## config.mk

```make
export PLATFORM = sky130hd
export DESIGN_NAME = rr_mux_arbiter_flat
export DESIGN_NICKNAME = d
export VERILOG_FILES = /design/src/rtl/mux_ctrl_pkg.sv /design/src/rtl/rr_mux_arbiter_if.sv /design/src/rtl/rr_mux_arbiter_rr_pick.sv /design/src/rtl/rr_mux_arbiter.sv /design/src/flat_wrapper.sv
export SDC_FILE = /design/constraint.sdc
export NUM_CORES = 1
export LEC_CHECK = 0
export CAP_MARGIN = 25
export CORE_ASPECT_RATIO = 1.4
export CORE_MARGIN = 2
export CORE_UTILIZATION = 35
export CTS_BUF_LIST = sky130_fd_sc_hd__clkbuf_2 sky130_fd_sc_hd__clkbuf_4 sky130_fd_sc_hd__clkbuf_8
export CTS_CLUSTER_SIZE = 25
export DETAILED_ROUTE_END_ITERATION = 16
export GPL_ROUTABILITY_DRIVEN = 0
export PLACE_DENSITY = 0.78
export SYNTH_ARGS = -nofsm -noshare
export SYNTH_HDL_FRONTEND = slang
export SYNTH_SLANG_ARGS = --single-unit
```

## constraint.sdc

```tcl
create_clock -name clk -period 1.92 [get_ports clk]
set_clock_uncertainty 0.2 [all_clocks]
set_input_delay 0.192 -clock clk [delete_from_list [all_inputs] [get_ports clk]]
set_output_delay 0.192 -clock clk [all_outputs]
set_load 0.005 [all_outputs]
```

## src/rtl/mux_ctrl_pkg.sv

```systemverilog
// Shared types and helpers for the round-robin packet mux arbiter.
package mux_ctrl_pkg;

  typedef enum logic {
    IDLE   = 1'b0,
    LOCKED = 1'b1
  } state_e;

  // Grant-index width; a single requester still needs a 1-bit select.
  function automatic int sel_width(input int n);
    return (n > 1) ? $clog2(n) : 1;
  endfunction

endpackage

```

## src/rtl/rr_mux_arbiter_if.sv

```systemverilog
// Requester-side and sink-side stream bundle for rr_mux_arbiter.
interface rr_mux_arbiter_if import mux_ctrl_pkg::*; #(
  parameter int NUM_REQ = 4,
  parameter int DATA_W  = 8,
  parameter int SEL_W   = sel_width(NUM_REQ)
);
  logic [NUM_REQ-1:0]        req_valid;
  logic [NUM_REQ*DATA_W-1:0] req_data;
  logic [NUM_REQ-1:0]        req_last;
  logic [NUM_REQ-1:0]        req_ready;
  logic                      out_valid;
  logic [DATA_W-1:0]         out_data;
  logic                      out_last;
  logic                      out_ready;
  logic [SEL_W-1:0]          grant_sel;
  logic                      busy;

  modport slave (
    input  req_valid, req_data, req_last, out_ready,
    output req_ready, out_valid, out_data, out_last, grant_sel, busy
  );

  modport master (
    output req_valid, req_data, req_last, out_ready,
    input  req_ready, out_valid, out_data, out_last, grant_sel, busy
  );
endinterface

```

## src/rtl/rr_mux_arbiter_rr_pick.sv

```systemverilog
// Combinational round-robin pick: first set request at or above ptr, wrapping.
module rr_pick import mux_ctrl_pkg::*; #(
  parameter int NUM_REQ = 4,
  parameter int SEL_W   = sel_width(NUM_REQ)
) (
  input  logic [NUM_REQ-1:0] req,
  input  logic [SEL_W-1:0]   ptr,
  output logic [SEL_W-1:0]   winner,
  output logic               any_req
);

  // Explicit compare-and-wrap so non-power-of-two NUM_REQ stays in range.
  function automatic logic [SEL_W-1:0] idx_at(input logic [SEL_W-1:0] base, input int off);
    int s;
    s = int'(base) + off;
    if (s >= NUM_REQ) s = s - NUM_REQ;
    return SEL_W'(s);
  endfunction

  // Scan from the farthest offset down so the nearest hit to ptr wins.
  always_comb begin
    winner  = ptr;
    any_req = |req;
    for (int i = NUM_REQ - 1; i >= 0; i--) begin
      if (req[idx_at(ptr, i)]) winner = idx_at(ptr, i);
    end
  end

endmodule

```

## src/rtl/rr_mux_arbiter.sv

```systemverilog
// Round-robin N:1 packet mux: grant locked until last, registered output stage.
module rr_mux_arbiter import mux_ctrl_pkg::*; #(
  parameter int NUM_REQ = 4,
  parameter int DATA_W  = 8,
  localparam int SEL_W  = sel_width(NUM_REQ)
) (
  input  logic              clk,
  input  logic              rst_n,
  rr_mux_arbiter_if.slave   bus
);

  state_e              state_q, state_d;
  logic [SEL_W-1:0]    ptr_q, ptr_d;
  logic [SEL_W-1:0]    grant_q, grant_d;
  logic                out_valid_q, out_valid_d;
  logic [DATA_W-1:0]   out_data_q, out_data_d;
  logic                out_last_q, out_last_d;

  logic [SEL_W-1:0]    pick_idx;
  logic                pick_any;
  logic [NUM_REQ-1:0]  ready;
  logic                accept;

  rr_pick #(.NUM_REQ(NUM_REQ), .SEL_W(SEL_W)) u_pick (
    .req     (bus.req_valid),
    .ptr     (ptr_q),
    .winner  (pick_idx),
    .any_req (pick_any)
  );

  always_comb begin
    state_d     = state_q;
    ptr_d       = ptr_q;
    grant_d     = grant_q;
    out_valid_d = out_valid_q;
    out_data_d  = out_data_q;
    out_last_d  = out_last_q;
    ready       = '0;
    accept      = 1'b0;

    // Only the locked winner sees ready; it flows whenever the output slot frees.
    if (state_q == LOCKED) begin
      ready[grant_q] = !out_valid_q || bus.out_ready;
      accept         = bus.req_valid[grant_q] && ready[grant_q];
    end

    if (accept) begin
      out_valid_d = 1'b1;
      out_data_d  = bus.req_data[grant_q*DATA_W +: DATA_W];
      out_last_d  = bus.req_last[grant_q];
    end else if (bus.out_ready) begin
      out_valid_d = 1'b0;
    end

    case (state_q)
      IDLE: begin
        if (pick_any) begin
          grant_d = pick_idx;
          state_d = LOCKED;
        end
      end
      LOCKED: begin
        if (accept && bus.req_last[grant_q]) begin
          ptr_d   = (grant_q == SEL_W'(NUM_REQ - 1)) ? '0 : grant_q + 1'b1;
          state_d = IDLE;
        end
      end
      default: state_d = IDLE;
    endcase
  end

  always_ff @(posedge clk or negedge rst_n) begin
    if (!rst_n) begin
      state_q     <= IDLE;
      ptr_q       <= '0;
      grant_q     <= '0;
      out_valid_q <= 1'b0;
      out_data_q  <= '0;
      out_last_q  <= 1'b0;
    end else begin
      state_q     <= state_d;
      ptr_q       <= ptr_d;
      grant_q     <= grant_d;
      out_valid_q <= out_valid_d;
      out_data_q  <= out_data_d;
      out_last_q  <= out_last_d;
    end
  end

  assign bus.req_ready = ready;
  assign bus.out_valid = out_valid_q;
  assign bus.out_data  = out_data_q;
  assign bus.out_last  = out_last_q;
  assign bus.grant_sel = grant_q;
  assign bus.busy      = (state_q == LOCKED);

endmodule

```

## src/flat_wrapper.sv

```systemverilog
// flat-port wrapper written by rule: the top's interface ports become plain ports
module rr_mux_arbiter_flat import mux_ctrl_pkg::*;
#(
  parameter int NUM_REQ = 4,
  parameter int DATA_W  = 8,
  localparam int SEL_W  = sel_width(NUM_REQ)
)
  (clk, rst_n, bus_req_valid, bus_req_data, bus_req_last, bus_out_ready, bus_req_ready, bus_out_valid, bus_out_data, bus_out_last, bus_grant_sel, bus_busy);
  rr_mux_arbiter_if #(.NUM_REQ(NUM_REQ), .DATA_W(DATA_W)) bus_i ();
  input  logic clk;
  input  logic rst_n;
  input wire logic [$bits(bus_i.req_valid)-1:0] bus_req_valid;
  input wire logic [$bits(bus_i.req_data)-1:0] bus_req_data;
  input wire logic [$bits(bus_i.req_last)-1:0] bus_req_last;
  input wire logic [$bits(bus_i.out_ready)-1:0] bus_out_ready;
  output wire logic [$bits(bus_i.req_ready)-1:0] bus_req_ready;
  output wire logic [$bits(bus_i.out_valid)-1:0] bus_out_valid;
  output wire logic [$bits(bus_i.out_data)-1:0] bus_out_data;
  output wire logic [$bits(bus_i.out_last)-1:0] bus_out_last;
  output wire logic [$bits(bus_i.grant_sel)-1:0] bus_grant_sel;
  output wire logic [$bits(bus_i.busy)-1:0] bus_busy;
  assign bus_i.req_valid = bus_req_valid;
  assign bus_i.req_data = bus_req_data;
  assign bus_i.req_last = bus_req_last;
  assign bus_i.out_ready = bus_out_ready;
  assign bus_req_ready = bus_i.req_ready;
  assign bus_out_valid = bus_i.out_valid;
  assign bus_out_data = bus_i.out_data;
  assign bus_out_last = bus_i.out_last;
  assign bus_grant_sel = bus_i.grant_sel;
  assign bus_busy = bus_i.busy;
  rr_mux_arbiter #(.NUM_REQ(NUM_REQ), .DATA_W(DATA_W)) u_core (.clk(clk), .rst_n(rst_n), .bus(bus_i));
endmodule
```

Yosys cells after proc, flatten, opt, wreduce, memory -nomap -nowiden
Cells that the tools add are included.
{ "classes": {"n_addsub": 8, "n_lt_le_gt_ge": 10, "n_eq_ne": 1, "n_shift": 1, "muxes": 32, "bitwise_logic": 2, "reduce_logical": 9} }
{ "ops": {"columns": ["cell", "count"], "rows": [
  ["$shiftx A32 B6 Y8", 1],
  ["$mux W2", 9],
  ["$lt A2 B3 Y1 const B", 5],
  ["$bmux W1 S2", 7],
  ["$mux W1", 13],
  ["$ge A3 B3 Y1 const B", 3],
  ["$sub A2 B1 Y2 const B", 4],
  ["$add A2 B2 Y3 const B", 2],
  ["$and A4 B4 Y4", 1],
  ["$mux W4", 1],
  ["$reduce_and A2 Y1", 2],
  ["$reduce_or A4 Y1", 1],
  ["$add A2 B1 Y3 const B", 1],
  ["$ge A2 B3 Y1 const B", 1],
  ["$logic_and A1 B1 Y1", 3],
  ["$add A2 B1 Y2 const B", 1],
  ["$demux W1 S2", 1],
  ["$eq A2 B2 Y1 const B", 1],
  ["$ge A2 B1 Y1 const B", 1],
  ["$pmux W1 S2", 1],
  ["$reduce_bool A2 Y1", 1],
  ["$logic_not A1 Y1", 1],
  ["$logic_or A1 B1 Y1", 1],
  ["$not A1 Y1", 1]
]} }
{ "totals": {"register_bits": 15, "inputBits": 43, "out_inout_bits": 17, "word_cells": 69} }

Logic depth before layout (Yosys ltp)
{ "depth": {"word_depth": 12, "depth_mapped": 8, "mapped_depth_nobuf": 6} }

Hierarchy
A second synthesis with hierarchy kept.
{ "hier_totals": {"cells_unflattened": 85, "hier_area_um2": 1021.0} }
{ "modules_own_cells": {"columns": ["mod", "instances", "cells_per_inst", "area_per_inst_um2", "seq_area_each_um2"], "rows": [
  ["rr_mux_arbiter", 1, 70, 929.6, 375.4],
  ["rr_pick", 1, 15, 91.3, 0.0]
]} }

Least setup slack after synthesis
No wires, ideal clock.
{ "synth_timing": {"path_kind": "register -> register", "startpoint": "register u_core.grant_q[1], in the netlist u_core.bus.grant_sel[1]", "endpoint": "register u_core.out_data_q[0], in the netlist u_core.bus.out_data[0]", "setup_time_ns": 0.125, "arrival_time_ns": 1.704, "t_required_ns": 1.595, "slack_ns": -0.109, "stages_incl_launch_ff": 9, "n_path_buf": 2, "synth_period_minus_slack_ns": 2.029, "cell_sequence": "dfrtp_1 > buf_4 > inv_1 > ha_1 > nand2_1 > o211ai_1 > and3_1 > buf_6 > mux2_4"} }
{ "synth_via": {"elab_chain_cells": 9, "elab_cells_between_ends": 13, "cone_classes": "order compare (2); shift (1); mux (7); bitwise (1); reduce/logical (2)"} }
{ "synth_rtl": {"columns": ["item", "line", "text"], "rows": [
  ["from (decl)", "rr_mux_arbiter.sv:14", "logic [SEL_W-1:0] grant_q, grant_d;"],
  ["from (signal assigned)", "rr_mux_arbiter.sv:83", "grant_q <= grant_d;"],
  ["$lt A2 B3 Y1 (not written as such) or $ge A2 B1 Y1 (tied branches)", "rr_mux_arbiter.sv:43", "ready[grant_q] = !out_valid_q || bus.out_ready;"],
  ["$logic_and A1 B1 Y1 (not written as such)", "rr_mux_arbiter.sv:43", null],
  ["$mux W1 (not written as such)", "rr_mux_arbiter.sv:43", null],
  ["$demux W1 S2", null, null],
  ["$and A4 B4 Y4 (no source line)", null, null],
  ["$bmux W1 S2", "rr_mux_arbiter.sv:44", "accept = bus.req_valid[grant_q] && ready[grant_q];"],
  ["$mux W1 (not written as such)", "rr_mux_arbiter.sv:44", null],
  ["$logic_and A1 B1 Y1", "rr_mux_arbiter.sv:44", null],
  ["$mux W1", "rr_mux_arbiter.sv:42", "if (state_q == LOCKED) begin"],
  ["to (signal assigned)", "rr_mux_arbiter.sv:85", "out_data_q <= out_data_d;"],
  ["to (decl)", "rr_mux_arbiter.sv:16", "logic [DATA_W-1:0] out_data_q, out_data_d;"]
]} }
Several ways; a longest one is shown, not always the timed one. The select of a mux whose other input is x is not followed.
A chain may end at the register's enable or synchronous reset.

Worst setup path after layout
{ "layout_timing": {"startpoint": "register u_core.grant_q[0], in the netlist u_core.bus.grant_sel[0]", "endpoint": "register u_core.out_data_q[7], in the netlist u_core.bus.out_data[7]"} }
The elaborated chain is that of the path after synthesis.

==> impl_metrics.tcl <==
set metrics [dict create \
    run_status "finished with violations" \
    violations "negative setup slack" \
    critical_path_required_ns 1.85 \
    drt_iter0_drc 21 \
    path_class_of_the_lowest_slack_min_delay_path "in2async" \
    finalWirelength_mm 3.06 \
    critPathArrivalTime_ns 1.90 \
    most_frequent_standard_cell_in_the_layout_excluding_fill_and_tap_cells "sky130_fd_sc_hd__clkdlybuf4s50_1" \
    cts_hold_buffers 0 \
    critical_path_class "reg2reg" \
    reg2reg_path_depth 7 \
    drv_slew 0 \
    clock-sinks 15 \
    final_util 0.661 \
    fp.dieArea_um2 3450 \
    power_density_nw_per_um2 1430 \
    initial_utilization 0.368 \
    design.final.nets 204 \
    endpoint_kind "register" \
    routed-via-count 1001 \
    top_usage_layer "met2" \
    total_internal_power_mw 1.83 \
    number_of_antenna_violations_at_the_first_check_in_global_routing 0 \
    leading_post_synthesis_cells_by_cell_area "sky130_fd_sc_hd__dfrtp_1 (36%), sky130_fd_sc_hd__mux4_2 (19%), sky130_fd_sc_hd__mux2_4 (14%)" \
    gr-usage-met3 0.0496 \
    share_comb_of_total_power 0.671 \
    cts_root_buf "sky130_fd_sc_hd__clkbuf_8" \
    synth_sequential_area_ratio 0.358 \
    avgSynthCellArea_um2 12.9 \
    cts_max_path_buffers 2 \
    multi_input_comb_area_um2 651 \
    dp_hpwl_mm 2.35 \
    power.clock.fraction 0.093 \
    synthesis.yosys.warnings 0 \
    start_kind "register" \
    num-fill-cells 204 \
    die-height_um 68.7 \
    fin_hold_ws_ns 0.0534 \
    via_count_of_the_first_global_routing_pass 988 \
    rsz0062_at_grt "true" \
    max_slew_margin 0.756 \
    grt_first_pass_wirelength_mm 4.55 \
    synth_top_area_frac 0.358 \
    number_of_port_buffers 59 \
    area.sequential_um2 377 \
    postSynthRegisterBits 15 \
    ios 60 \
    ys_types 29 \
    cp_max_fo 5 \
    clk_pin_slew_worst_paths_ns 0.06 \
    vdd_ir_drop_max_uv 804 \
    worst_skew_pair.late_latency_ns 0.24 \
    finalCriticalPeriod_ns 1.97 \
    switching_share 0.324 \
    syn-instance-count 81 \
    drtAntennaViolNets 0 \
    tightestPinTransition_ns 0.363 \
    highest_count_cells_in_the_layout_ignoring_fill_and_taps "sky130_fd_sc_hd__clkdlybuf4s50_1 (55), sky130_fd_sc_hd__dfrtp_1 (14), sky130_fd_sc_hd__buf_4 (12)" \
    chipWidth_um 50.2 \
    aggregate_global_route_resource_usage 0.177 \
    max_cap_viol_count 0 \
    fmaxAchievable_mhz 508 \
    layout_worst_path_cycle_share 1.03 \
    globalRoute.totalOverflow 0 \
    tritoncts "built" \
    drive_gt1_frac 0.308 \
    tritoncts.num_buffers 3 \
    drt-pass1-iter-count 4 \
    post_layout_nonfiller_instances 193 \
    rows 23 \
    mean_number_of_vias_per_cell 5.19 \
    synthDominantAreaCellType "sky130_fd_sc_hd__dfrtp_1" \
    mappedNetlistArea_um2 1050 \
    largest_net_degree_at_the_start_of_global_routing 16 \
    seqPwrFrac 0.237 \
    avgRoutedWirePerCell_um 15.8 \
    p_leak_nw 0.814 \
    antenna-diode-count 0 \
    layout_setup_ws_ns -0.0490 \
    report.final.hold_viol_count 0 \
    grt.met1_usage 0.190 \
    power.total_mw 2.70 \
    grtUsageMet2 0.321 \
    place_inst 186 \
    setup_viol 11 \
    mappedNetlistNets 128 \
    area_of_the_core_um2 2850 \
    route.detailed.drc 0 \
    flow.area_growth_from_synthesis_pct 79.9 \
    power_switching_uw 876 \
    htree_num_levels 1 \
]
[power groups by stage]
stage / registers [mW] / logic, mW / clock network [mW]
3_5_place_dp: 0.635 / 1.69 / 0
6_report: 0.640 / 1.81 / 0.250
4_1_cts: 0.637 / 1.71 / 0.258
3_3_place_gp: 0.628 / 1.65 / 0
2_1_floorplan: 0.634 / 0.959 / 0
5_1_grt: 0.664 / 1.94 / 0.267
[stage by stage]
step | worst slack (ns) | cell area, um^2 | setup TNS (ns)
after detailed placement | -0.0680 | 1780 | -0.548
after floorplan | -0.0150 | 1070 | -0.120
after global placement | -0.0431 | 1780 | -0.306
final | -0.0490 | 1880 | -0.327
after global routing | -0.115 | 1880 | -1.09
after CTS | -0.0259 | 1840 | -0.187
[synth_stat cells]
master / instances
sky130_fd_sc_hd__dfrtp_1: 15
sky130_fd_sc_hd__o221ai_1: 1
sky130_fd_sc_hd__nand2b_1: 1
sky130_fd_sc_hd__mux2_2: 1
sky130_fd_sc_hd__buf_2: 1
sky130_fd_sc_hd__o211ai_2: 1
sky130_fd_sc_hd__ha_1: 4
sky130_fd_sc_hd__buf_6: 1
sky130_fd_sc_hd__and3_1: 5
sky130_fd_sc_hd__mux2i_1: 1
sky130_fd_sc_hd__and4_4: 1
sky130_fd_sc_hd__nor3b_1: 1
sky130_fd_sc_hd__o22a_1: 1
sky130_fd_sc_hd__a21o_1: 1
sky130_fd_sc_hd__o21ai_0: 1
sky130_fd_sc_hd__mux4_2: 9
sky130_fd_sc_hd__buf_4: 1
sky130_fd_sc_hd__and2_1: 1
sky130_fd_sc_hd__nor4_1: 1
sky130_fd_sc_hd__o22ai_1: 3
sky130_fd_sc_hd__a222oi_1: 1
sky130_fd_sc_hd__o211ai_1: 1
sky130_fd_sc_hd__nand2_1: 2
sky130_fd_sc_hd__mux2_4: 10
sky130_fd_sc_hd__a21oi_1: 2
sky130_fd_sc_hd__inv_1: 8
sky130_fd_sc_hd__nor2_1: 3
sky130_fd_sc_hd__nand3_1: 2
sky130_fd_sc_hd__o21bai_1: 1
[state kept, by name, summed over array words and instances, names as in the netlist]
name,count
u_core.bus.out_data,8
u_core.bus.grant_sel,2
u_core.ptr_q,2
u_core.bus.busy,1
u_core.bus.out_last,1
u_core.bus.out_valid,1
[what timing repair did]
item	CTS	global route
pin swaps	3	4
resized for setup	8	2
setup endpoints to repair	14	11
setup buffers	1	1
cloned	0	1
[kinds of logic (layout without fill, tap and decap cells)]
| family | Yosys count | after routing | synth area share |
|---|---|---|---|
| AOI/OAI and AO/OA | 13 | 13 | 0.0920 |
| adders and majority gates | 4 | 4 | 0.0478 |
| buffers and inverters | 11 | 86 | 0.0514 |
| DFF | 15 | 15 | 0.358 |
| muxes | 21 | 21 | 0.357 |
| and+or+nand+nor | 17 | 17 | 0.0932 |
[worst paths after layout]
| path | from | end | slack [ns] |
|---|---|---|---|
| hold reg to reg | u_core.bus.out_data[2]$_DFFE_PN0P_ | u_core.bus.out_data[2]$_DFFE_PN0P_ | 0.32 |
| setup / recovery | u_core.bus.grant_sel[0]$_DFFE_PN0P_ | u_core.bus.out_data[7]$_DFFE_PN0P_ | -0.05 |
| hold / removal | rst_n | u_core.bus.out_data[1]$_DFFE_PN0P_ | 0.05 |
| max in group asynchronous | rst_n | u_core.bus.grant_sel[1]$_DFFE_PN0P_ | 1.28 |
| setup reg to reg | u_core.bus.grant_sel[0]$_DFFE_PN0P_ | u_core.bus.out_data[7]$_DFFE_PN0P_ | -0.05 |
| min in group clk | u_core.bus.out_data[2]$_DFFE_PN0P_ | u_core.bus.out_data[2]$_DFFE_PN0P_ | 0.32 |
[critical path, cell delays in order (launching register included)]
cell and delay [ns]:
sky130_fd_sc_hd__dfrtp_1 0.42, sky130_fd_sc_hd__inv_2 0.12, sky130_fd_sc_hd__ha_4 0.14, sky130_fd_sc_hd__nand2_1 0.04
sky130_fd_sc_hd__o211ai_1 0.23, sky130_fd_sc_hd__and3_4 0.27, sky130_fd_sc_hd__clkbuf_16 0.15, sky130_fd_sc_hd__mux2_4 0.29
[layout make-up]
cell class / instances / area share
timing repair buffer: 74 / 0.388
tap: 37 / 0.0246
inverter: 8 / 0.0173
multi-input combinational: 55 / 0.345
clock buffer: 3 / 0.0219
clock inverter: 1 / 0.00266
sequential: 15 / 0.200
[routing by layer]
metal  vias to the layer above  wire, um
met5                         -         0
met4                         0        73
met3                        11       268
met2                        55      1560
met1                       472      1150
li1                        463         -
Power figures use the tool's default switching activity.
